===== src/rtl/uart_port_responder_if.sv =====
// Strobe/status bus between the CPU MemoryController and the UART responder.
// The master drives the strobes and the transmit byte; the slave returns
// the receive buffer and the three status bits.
interface uart_port_responder_if;
  logic       rdn;
  logic       wrn;
  logic [7:0] data_in;
  logic [7:0] data_out;
  logic       data_ready;
  logic       tbre;
  logic       tsre;

  modport master (
    output rdn,
    output wrn,
    output data_in,
    input  data_out,
    input  data_ready,
    input  tbre,
    input  tsre
  );

  modport slave (
    input  rdn,
    input  wrn,
    input  data_in,
    output data_out,
    output data_ready,
    output tbre,
    output tsre
  );
endinterface


===== src/rtl/uart_port_responder.sv =====
// FPGA-side stand-in for the external UART chip. It answers the
// MemoryController rdn/wrn handshake with a one-byte transmit holding
// register, a transmit shifter, a receiver and a one-byte receive buffer.
module uart_port_responder #(
  parameter int DIVISOR     = 434,
  parameter int SYNC_STAGES = 2
) (
  input  logic                  CLK,
  input  logic                  RST,
  uart_port_responder_if.slave  bus,
  input  logic                  rxd,
  output logic                  txd,
  input  logic                  err_clr,
  output logic                  overrun,
  output logic                  frame_err
);

  localparam int CNT_W = $clog2(DIVISOR + 1);
  localparam logic [CNT_W-1:0] DIV_CNT  = CNT_W'(DIVISOR);
  localparam logic [CNT_W-1:0] HALF_CNT = CNT_W'(DIVISOR / 2);
  localparam logic [CNT_W-1:0] ONE_CNT  = CNT_W'(1);

  typedef enum logic [1:0] {TX_IDLE, TX_START, TX_DATA, TX_STOP} tx_state_t;
  typedef enum logic [1:0] {RX_IDLE, RX_START, RX_DATA, RX_STOP} rx_state_t;

  // Synchronizer chains; each input idles high, so they reset to all ones
  logic [SYNC_STAGES-1:0] rdn_sync_q, rdn_sync_d;
  logic [SYNC_STAGES-1:0] wrn_sync_q, wrn_sync_d;
  logic [SYNC_STAGES-1:0] rxd_sync_q, rxd_sync_d;
  logic rdn_prev_q, rdn_prev_d;
  logic wrn_prev_q, wrn_prev_d;
  logic rxd_prev_q, rxd_prev_d;
  logic rd_evt, wr_evt, rx_fall, rxd_s;

  // Transmit path state
  tx_state_t        tx_state_q, tx_state_d;
  logic [CNT_W-1:0] tx_cnt_q, tx_cnt_d;
  logic [2:0]       tx_bit_q, tx_bit_d;
  logic [7:0]       tx_shift_q, tx_shift_d;
  logic [7:0]       thr_q, thr_d;
  logic             tbre_q, tbre_d;
  logic             tsre_q, tsre_d;
  logic             txd_q, txd_d;
  logic             tx_load;

  // Receive path state
  rx_state_t        rx_state_q, rx_state_d;
  logic [CNT_W-1:0] rx_cnt_q, rx_cnt_d;
  logic [2:0]       rx_bit_q, rx_bit_d;
  logic [7:0]       rx_shift_q, rx_shift_d;
  logic [7:0]       rbr_q, rbr_d;
  logic             data_ready_q, data_ready_d;
  logic             overrun_q, overrun_d;
  logic             frame_err_q, frame_err_d;
  logic             rx_deliver, rx_bad_stop;

  // Shift each asynchronous input into its chain and find edges on the last stage
  always_comb begin
    rdn_sync_d = {rdn_sync_q[SYNC_STAGES-2:0], bus.rdn};
    wrn_sync_d = {wrn_sync_q[SYNC_STAGES-2:0], bus.wrn};
    rxd_sync_d = {rxd_sync_q[SYNC_STAGES-2:0], rxd};
    rdn_prev_d = rdn_sync_q[SYNC_STAGES-1];
    wrn_prev_d = wrn_sync_q[SYNC_STAGES-1];
    rxd_prev_d = rxd_sync_q[SYNC_STAGES-1];
    rxd_s      = rxd_sync_q[SYNC_STAGES-1];
    rd_evt     = rdn_sync_q[SYNC_STAGES-1] & ~rdn_prev_q;
    wr_evt     = wrn_sync_q[SYNC_STAGES-1] & ~wrn_prev_q;
    rx_fall    = ~rxd_sync_q[SYNC_STAGES-1] & rxd_prev_q;
  end

  // Synchronizer and edge-history registers
  always_ff @(posedge CLK or posedge RST) begin
    if (RST) begin
      rdn_sync_q <= '1;
      wrn_sync_q <= '1;
      rxd_sync_q <= '1;
      rdn_prev_q <= 1'b1;
      wrn_prev_q <= 1'b1;
      rxd_prev_q <= 1'b1;
    end else begin
      rdn_sync_q <= rdn_sync_d;
      wrn_sync_q <= wrn_sync_d;
      rxd_sync_q <= rxd_sync_d;
      rdn_prev_q <= rdn_prev_d;
      wrn_prev_q <= wrn_prev_d;
      rxd_prev_q <= rxd_prev_d;
    end
  end

  // Transmit FSM; a write landing in the shifter-load cycle still fills THR
  always_comb begin
    tx_state_d = tx_state_q;
    tx_cnt_d   = tx_cnt_q;
    tx_bit_d   = tx_bit_q;
    tx_shift_d = tx_shift_q;
    thr_d      = thr_q;
    tbre_d     = tbre_q;
    tsre_d     = tsre_q;
    tx_load    = 1'b0;
    case (tx_state_q)
      TX_IDLE: begin
        if (!tbre_q) begin
          tx_load    = 1'b1;
          tsre_d     = 1'b0;
          tx_state_d = TX_START;
          tx_cnt_d   = DIV_CNT;
        end
      end
      TX_START: begin
        if (tx_cnt_q == ONE_CNT) begin
          tx_state_d = TX_DATA;
          tx_cnt_d   = DIV_CNT;
          tx_bit_d   = 3'd0;
        end else begin
          tx_cnt_d = tx_cnt_q - ONE_CNT;
        end
      end
      TX_DATA: begin
        if (tx_cnt_q == ONE_CNT) begin
          tx_cnt_d   = DIV_CNT;
          tx_shift_d = {1'b0, tx_shift_q[7:1]};
          if (tx_bit_q == 3'd7) begin
            tx_state_d = TX_STOP;
          end else begin
            tx_bit_d = tx_bit_q + 3'd1;
          end
        end else begin
          tx_cnt_d = tx_cnt_q - ONE_CNT;
        end
      end
      TX_STOP: begin
        if (tx_cnt_q == ONE_CNT) begin
          if (!tbre_q) begin
            tx_load    = 1'b1;
            tx_state_d = TX_START;
            tx_cnt_d   = DIV_CNT;
          end else begin
            tsre_d     = 1'b1;
            tx_state_d = TX_IDLE;
          end
        end else begin
          tx_cnt_d = tx_cnt_q - ONE_CNT;
        end
      end
      default: tx_state_d = TX_IDLE;
    endcase
    if (tx_load) begin
      tx_shift_d = thr_q;
      tbre_d     = 1'b1;
    end
    if (wr_evt && (tbre_q || tx_load)) begin
      thr_d  = bus.data_in;
      tbre_d = 1'b0;
    end
    case (tx_state_d)
      TX_START: txd_d = 1'b0;
      TX_DATA:  txd_d = tx_shift_d[0];
      default:  txd_d = 1'b1;
    endcase
  end

  // Transmit registers; txd is registered so the line never glitches
  always_ff @(posedge CLK or posedge RST) begin
    if (RST) begin
      tx_state_q <= TX_IDLE;
      tx_cnt_q   <= '0;
      tx_bit_q   <= 3'd0;
      tx_shift_q <= 8'd0;
      thr_q      <= 8'd0;
      tbre_q     <= 1'b1;
      tsre_q     <= 1'b1;
      txd_q      <= 1'b1;
    end else begin
      tx_state_q <= tx_state_d;
      tx_cnt_q   <= tx_cnt_d;
      tx_bit_q   <= tx_bit_d;
      tx_shift_q <= tx_shift_d;
      thr_q      <= thr_d;
      tbre_q     <= tbre_d;
      tsre_q     <= tsre_d;
      txd_q      <= txd_d;
    end
  end

  // Receive FSM plus buffer/flag update; delivery beats a same-cycle read
  always_comb begin
    rx_state_d  = rx_state_q;
    rx_cnt_d    = rx_cnt_q;
    rx_bit_d    = rx_bit_q;
    rx_shift_d  = rx_shift_q;
    rx_deliver  = 1'b0;
    rx_bad_stop = 1'b0;
    case (rx_state_q)
      RX_IDLE: begin
        if (rx_fall) begin
          rx_state_d = RX_START;
          rx_cnt_d   = HALF_CNT;
        end
      end
      RX_START: begin
        if (rx_cnt_q == ONE_CNT) begin
          if (!rxd_s) begin
            rx_state_d = RX_DATA;
            rx_cnt_d   = DIV_CNT;
            rx_bit_d   = 3'd0;
          end else begin
            rx_state_d = RX_IDLE;
          end
        end else begin
          rx_cnt_d = rx_cnt_q - ONE_CNT;
        end
      end
      RX_DATA: begin
        if (rx_cnt_q == ONE_CNT) begin
          rx_shift_d = {rxd_s, rx_shift_q[7:1]};
          rx_cnt_d   = DIV_CNT;
          if (rx_bit_q == 3'd7) begin
            rx_state_d = RX_STOP;
          end else begin
            rx_bit_d = rx_bit_q + 3'd1;
          end
        end else begin
          rx_cnt_d = rx_cnt_q - ONE_CNT;
        end
      end
      RX_STOP: begin
        if (rx_cnt_q == ONE_CNT) begin
          rx_state_d  = RX_IDLE;
          rx_deliver  = rxd_s;
          rx_bad_stop = ~rxd_s;
        end else begin
          rx_cnt_d = rx_cnt_q - ONE_CNT;
        end
      end
      default: rx_state_d = RX_IDLE;
    endcase
    rbr_d        = rbr_q;
    data_ready_d = data_ready_q;
    overrun_d    = err_clr ? 1'b0 : overrun_q;
    frame_err_d  = err_clr ? 1'b0 : frame_err_q;
    if (rd_evt) begin
      data_ready_d = 1'b0;
    end
    if (rx_deliver) begin
      rbr_d        = rx_shift_q;
      data_ready_d = 1'b1;
      if (data_ready_q && !rd_evt) begin
        overrun_d = 1'b1;
      end
    end
    if (rx_bad_stop) begin
      frame_err_d = 1'b1;
    end
  end

  // Receive registers
  always_ff @(posedge CLK or posedge RST) begin
    if (RST) begin
      rx_state_q   <= RX_IDLE;
      rx_cnt_q     <= '0;
      rx_bit_q     <= 3'd0;
      rx_shift_q   <= 8'd0;
      rbr_q        <= 8'd0;
      data_ready_q <= 1'b0;
      overrun_q    <= 1'b0;
      frame_err_q  <= 1'b0;
    end else begin
      rx_state_q   <= rx_state_d;
      rx_cnt_q     <= rx_cnt_d;
      rx_bit_q     <= rx_bit_d;
      rx_shift_q   <= rx_shift_d;
      rbr_q        <= rbr_d;
      data_ready_q <= data_ready_d;
      overrun_q    <= overrun_d;
      frame_err_q  <= frame_err_d;
    end
  end

  assign txd            = txd_q;
  assign bus.tbre       = tbre_q;
  assign bus.tsre       = tsre_q;
  assign bus.data_out   = rbr_q;
  assign bus.data_ready = data_ready_q;
  assign overrun        = overrun_q;
  assign frame_err      = frame_err_q;

endmodule


===== src/flat_wrapper.sv =====
// flat-port wrapper written by rule: the top's interface ports become plain ports
module uart_port_responder_flat 
#(
  parameter int DIVISOR     = 434,
  parameter int SYNC_STAGES = 2
)
  (CLK, RST, rxd, txd, err_clr, overrun, frame_err, bus_rdn, bus_wrn, bus_data_in, bus_data_out, bus_data_ready, bus_tbre, bus_tsre);
  uart_port_responder_if bus_i ();
  input  logic CLK;
  input  logic RST;
  input  logic rxd;
  output logic txd;
  input  logic err_clr;
  output logic overrun;
  output logic frame_err;
  input wire logic [$bits(bus_i.rdn)-1:0] bus_rdn;
  input wire logic [$bits(bus_i.wrn)-1:0] bus_wrn;
  input wire logic [$bits(bus_i.data_in)-1:0] bus_data_in;
  output wire logic [$bits(bus_i.data_out)-1:0] bus_data_out;
  output wire logic [$bits(bus_i.data_ready)-1:0] bus_data_ready;
  output wire logic [$bits(bus_i.tbre)-1:0] bus_tbre;
  output wire logic [$bits(bus_i.tsre)-1:0] bus_tsre;
  assign bus_i.rdn = bus_rdn;
  assign bus_i.wrn = bus_wrn;
  assign bus_i.data_in = bus_data_in;
  assign bus_data_out = bus_i.data_out;
  assign bus_data_ready = bus_i.data_ready;
  assign bus_tbre = bus_i.tbre;
  assign bus_tsre = bus_i.tsre;
  uart_port_responder #(.DIVISOR(DIVISOR), .SYNC_STAGES(SYNC_STAGES)) u_core (.CLK(CLK), .RST(RST), .bus(bus_i), .rxd(rxd), .txd(txd), .err_clr(err_clr), .overrun(overrun), .frame_err(frame_err));
endmodule

===== config.mk =====
export PLATFORM = sky130hd
export DESIGN_NAME = uart_port_responder_flat
export DESIGN_NICKNAME = d
export VERILOG_FILES = /design/src/rtl/uart_port_responder_if.sv /design/src/rtl/uart_port_responder.sv /design/src/flat_wrapper.sv
export SDC_FILE = /design/constraint.sdc
export NUM_CORES = 1
export LEC_CHECK = 0
export CAP_MARGIN = 15
export CORE_MARGIN = 10
export CORE_UTILIZATION = 35
export DETAILED_ROUTE_END_ITERATION = 8
export GPL_TIMING_DRIVEN = 1
export SLEW_MARGIN = 10
export SYNTH_ARGS = -nofsm -noshare
export SYNTH_HDL_FRONTEND = slang
export SYNTH_SLANG_ARGS = --single-unit

===== constraint.sdc =====
create_clock -name CLK -period 2.6 [get_ports CLK]
set_input_delay 0.39 -clock CLK [delete_from_list [all_inputs] [get_ports CLK]]
set_output_delay 0.39 -clock CLK [all_outputs]
set_load 0.01 [all_outputs]

==> summary.md <==
The wire-length estimate of the detail-placed layout is 5380 microns. Initial cell density of the core: 0.357. Actual transition at the worst max-transition pin: 0.666 ns. The flow ran to the end, and the final reports show no timing, DRC or antenna violations. Pin placement for this block handled 28 I/O pins.

For this block, the routed nets add up to 7630 microns of wire. The share of power burned in the clock network was 0.267; the number of library cell types mapped by synthesis was 61. The via count of the first global-routing pass is 2,753. Max-slew violation total from the final report: 0. Once routing completed, OpenROAD measured the worst setup slack at 0.452 ns. The clock tree root buffer cell is sky130_fd_sc_hd__clkbuf_8. In the post-synthesis netlist, the biggest area contributors are sky130_fd_sc_hd__dfrtp_1 (41%), sky130_fd_sc_hd__dfstp_2 (8.2%), sky130_fd_sc_hd__mux2_2 (7.6%), sky130_fd_sc_hd__ha_1 (5.5%), sky130_fd_sc_hd__o21ai_0 (3.4%).

For the number of violations of the max-capacitance limit, the log shows 0. The first TritonRoute pass finished after 4 iterations. The floorplan has 38 rows. The minimum clock period after layout came out at 2.15 ns. Setup repair after global routing left no endpoint under its margin. The clock transition at the registers of the reported paths is 0.08 ns. On the critical path, the stage with the largest delay is an instance of sky130_fd_sc_hd__dfrtp_1. Registers take 1890 sq um.

At the later pin of the worst-skew pair, clock insertion delay measures 0.34 ns. The total DRC errors in the routed layout came out at 0. The net count after synthesis was 391; the worst slew margin relative to its limit was 0.556. Power spread over the standard cell area amounts to 724 nW/um^2.

The post-route clock skew is 0.00958 ns, and the number of gates given a new drive strength after cts is 0. The area of the multi-input gates is 1810 sq um. Initial antenna violation count: 0. After technology mapping, the gate count stands at 360. Cell internal power was estimated by the tool at 2140 uW. STA puts the critical path data arrival time at 2.38 ns. The total area inside the core boundary comes to 10,800 sq um. The congestion estimate from routability-driven global placement came to 0.840.

The fraction of registers with async set/reset came out at 1.00. In this run the deepest clock path goes through 2 buffers. CTS sink count: 75. Classification of the worst setup path: reg2reg. The maximum number of pins on one net before global-route repair came out at 76. The final-layout setup total negative slack came out at 0 ns. The die covers 15,600 sq um. On the worst path, the slowest cell contributes a delay of 0.43 ns. The overall fraction of global-route tracks in use is 0.0978, and the largest fanout on the critical path is 8. The die is 125 microns wide.

The average vias per placed instance is 5.13. Dominant register cell in the synthesized netlist: sky130_fd_sc_hd__dfrtp_1. The finished layout holds 535 standard cells, fillers aside. After synthesis the cells add up to 3860 sq um. The portion of synthesized cell area occupied by the leading cell type is 0.408. The tools report the total overflow reported by the global router as 0. The switching share of total power came out at 0.338.

The sequential share of power came out at 0.436. The number of flops mapped to enable cells by yosys came out at 0. Summed over all nets, the switching power comes to 1090 uW. The cell family contributing the most delay on the critical path is compound AO/OA/AOI/OAI gates. Fraction of layout cells with a size suffix above 1: 0.192. On the final layout, the worst hold slack is 0.358 ns.

A synthesized cell averages 10.7 sq um. Vertical die dimension: 125 microns. The repair_antennas step left the layout with diodes totalling 0.

The part of the power in combinational logic was 0.297; the starting DRC count in detailed routing was 135. Synthesis inferred 75 register bits. The largest total area in the synthesized netlist belongs to sky130_fd_sc_hd__dfrtp_1.

The count of hold buffers inserted by post-cts repair was 0. The tools report the post-place setup slack as 0.433 ns. In this run the remaining antenna-violating nets after routing total 0. Part of the cycle the worst path needs: 0.826.

Leading cell type in the layout, fill and taps excluded: sky130_fd_sc_hd__dfrtp_1. The synthesis-to-finish area growth was 15.5%. The worst-case IR drop observed on VDD is 0.000393 V. The count of filler cells inserted in the layout is 1,055.

The H-tree was split into 3 levels. In the layout the commonest cells are sky130_fd_sc_hd__dfrtp_1 (63), sky130_fd_sc_hd__clkdlybuf4s50_1 (27), sky130_fd_sc_hd__nor2_1 (26), sky130_fd_sc_hd__mux2_2 (26), sky130_fd_sc_hd__o21ai_0 (26). The type of the most critical hold path is reg2reg.

Number of nets in the layout: 421. Startpoint type of the worst setup path: a flip-flop. Static power due to leakage: 0.00200 uW.

TritonCTS built the clock tree. The total placed cells including tap cells is 519. The highest clock rate came out at 0.466 GHz. The count of final hold-check violations came out at 0. Power comes to 3230 uW. The buffering stage count on the worst path with inverters included is 1. The critical path goes through inv_1 > ha_1 > nor4b_2 > a31oi_1 > nor2_1 > o21ai_2 > mux2_2.

The buffer count from post-CTS setup fixing was 0. Share of synthesized area occupied by flip-flops and latches: 0.489. The worst setup path is captured at a flip-flop. For this run, the number of Yosys warnings is 0. The tools report the final setup violation count as 0.

The count of buffers added on input and output ports is 27. Mean routed wirelength per cell: 14.3 microns. For the worst setup path, the data required time is 2.83 ns.

The detailed router placed 2,745 vias in this run. The first global-routing pass estimated 13,300 microns of wire. The number of buffers inserted during clock tree synthesis is 9.
registers in the layout, indices dropped and copies added, names as in the netlist, named ones only:
name,count
u_core.rx_cnt_q,9
u_core.tx_cnt_q,9
u_core.bus.data_out,8
u_core.rx_shift_q,8
u_core.thr_q,8
u_core.tx_shift_q,8
u_core.rx_bit_q,3
u_core.tx_bit_q,3
u_core.rdn_sync_q,2
u_core.rxd_sync_q,2
u_core.tx_state_q,2
u_core.wrn_sync_q,2
u_core.bus.data_ready,1
u_core.bus.tbre,1
u_core.bus.tsre,1
u_core.frame_err,1
u_core.overrun,1
u_core.rdn_prev_q,1
u_core.rx_state_q,1
u_core.rxd_prev_q,1
u_core.txd,1
u_core.wrn_prev_q,1
routing by layer:
layer	part of all wire	GRT usage	routed length [microns]	up-vias
met5	0	0	0	-
met4	0.0058	0.0224	44	0
li1	-	-	-	1368
met1	0.49	0.122	3770	1326
met2	0.46	0.161	3520	45
met3	0.038	0.0317	286	6
stage by stage:
stage | area, sq um | util
CTS | 4460 | 0.412
finish | 4460 | 0.412
floorplan | 3860 | -
global placement | 4280 | 0.395
detailed placement | 4280 | 0.395
global route | 4460 | 0.412
cell usage after synthesis (all sizes together), types with 9 or more instances:
master	instances
dfrtp	63
o21ai	31
nor2	27
mux2	26
nand2	25
inv	21
a21oi	19
ha	17
nor3	13
dfstp	12
a31oi	9
worst reg2reg max path, cell delays in order, from the launching register on:
cell	delay, ns
sky130_fd_sc_hd__dfrtp_1	0.43
sky130_fd_sc_hd__inv_1	0.08
sky130_fd_sc_hd__ha_1	0.22
sky130_fd_sc_hd__nor4b_2	0.18
sky130_fd_sc_hd__a31oi_1	0.27
sky130_fd_sc_hd__nor2_1	0.10
sky130_fd_sc_hd__o21ai_2	0.35
sky130_fd_sc_hd__mux2_2	0.39
path summary, 6_finish.rpt:
kind | startpoint | endpoint | slack (ns) | cells past startpoint
max | u_core.tx_cnt_q[1]$_DFF_PP0_ | u_core.thr_q[6]$_DFFE_PP0P_ | 0.45 | 7
min | u_core.rdn_sync_q[0]$_DFF_PP1_ | u_core.rdn_sync_q[1]$_DFF_PP1_ | 0.36 | 0
max reg2reg | u_core.tx_cnt_q[1]$_DFF_PP0_ | u_core.thr_q[6]$_DFFE_PP0P_ | 0.45 | 7
min reg2reg | u_core.rdn_sync_q[0]$_DFF_PP1_ | u_core.rdn_sync_q[1]$_DFF_PP1_ | 0.36 | 0
max in group asynchronous | RST | u_core.txd$_DFF_PP1_ | 1.79 | 3
min in group asynchronous | RST | u_core.rx_cnt_q[1]$_DFFE_PP0P_ | 0.44 | 3
logic make-up after synthesis:
family,share of synthesized area
buf+inv,0.0418
xor+xnor,0.00227
flops,0.489
fa+ha+maj,0.0550
mux,0.0965
compound gates,0.168
simple gates,0.147
cell type report:
type	count	share of cell area
multi-input cells	251	0.406
flip-flops and latches	75	0.424
clock buffers	12	0.0303
clock inverters	4	0.0115
repair buffers	32	0.0717
well taps	140	0.0392
inverters	21	0.0177
power groups by stage:
stage | clock, uW | combinational (uW) | sequential [uW]
after floorplan | 0 | 737 | 1400
after global placement | 0 | 937 | 1430
after detailed placement | 0 | 955 | 1430
after CTS | 896 | 958 | 1410
after global routing | 950 | 1090 | 1430
final | 862 | 961 | 1410
Power figures use the tool's default switching activity.
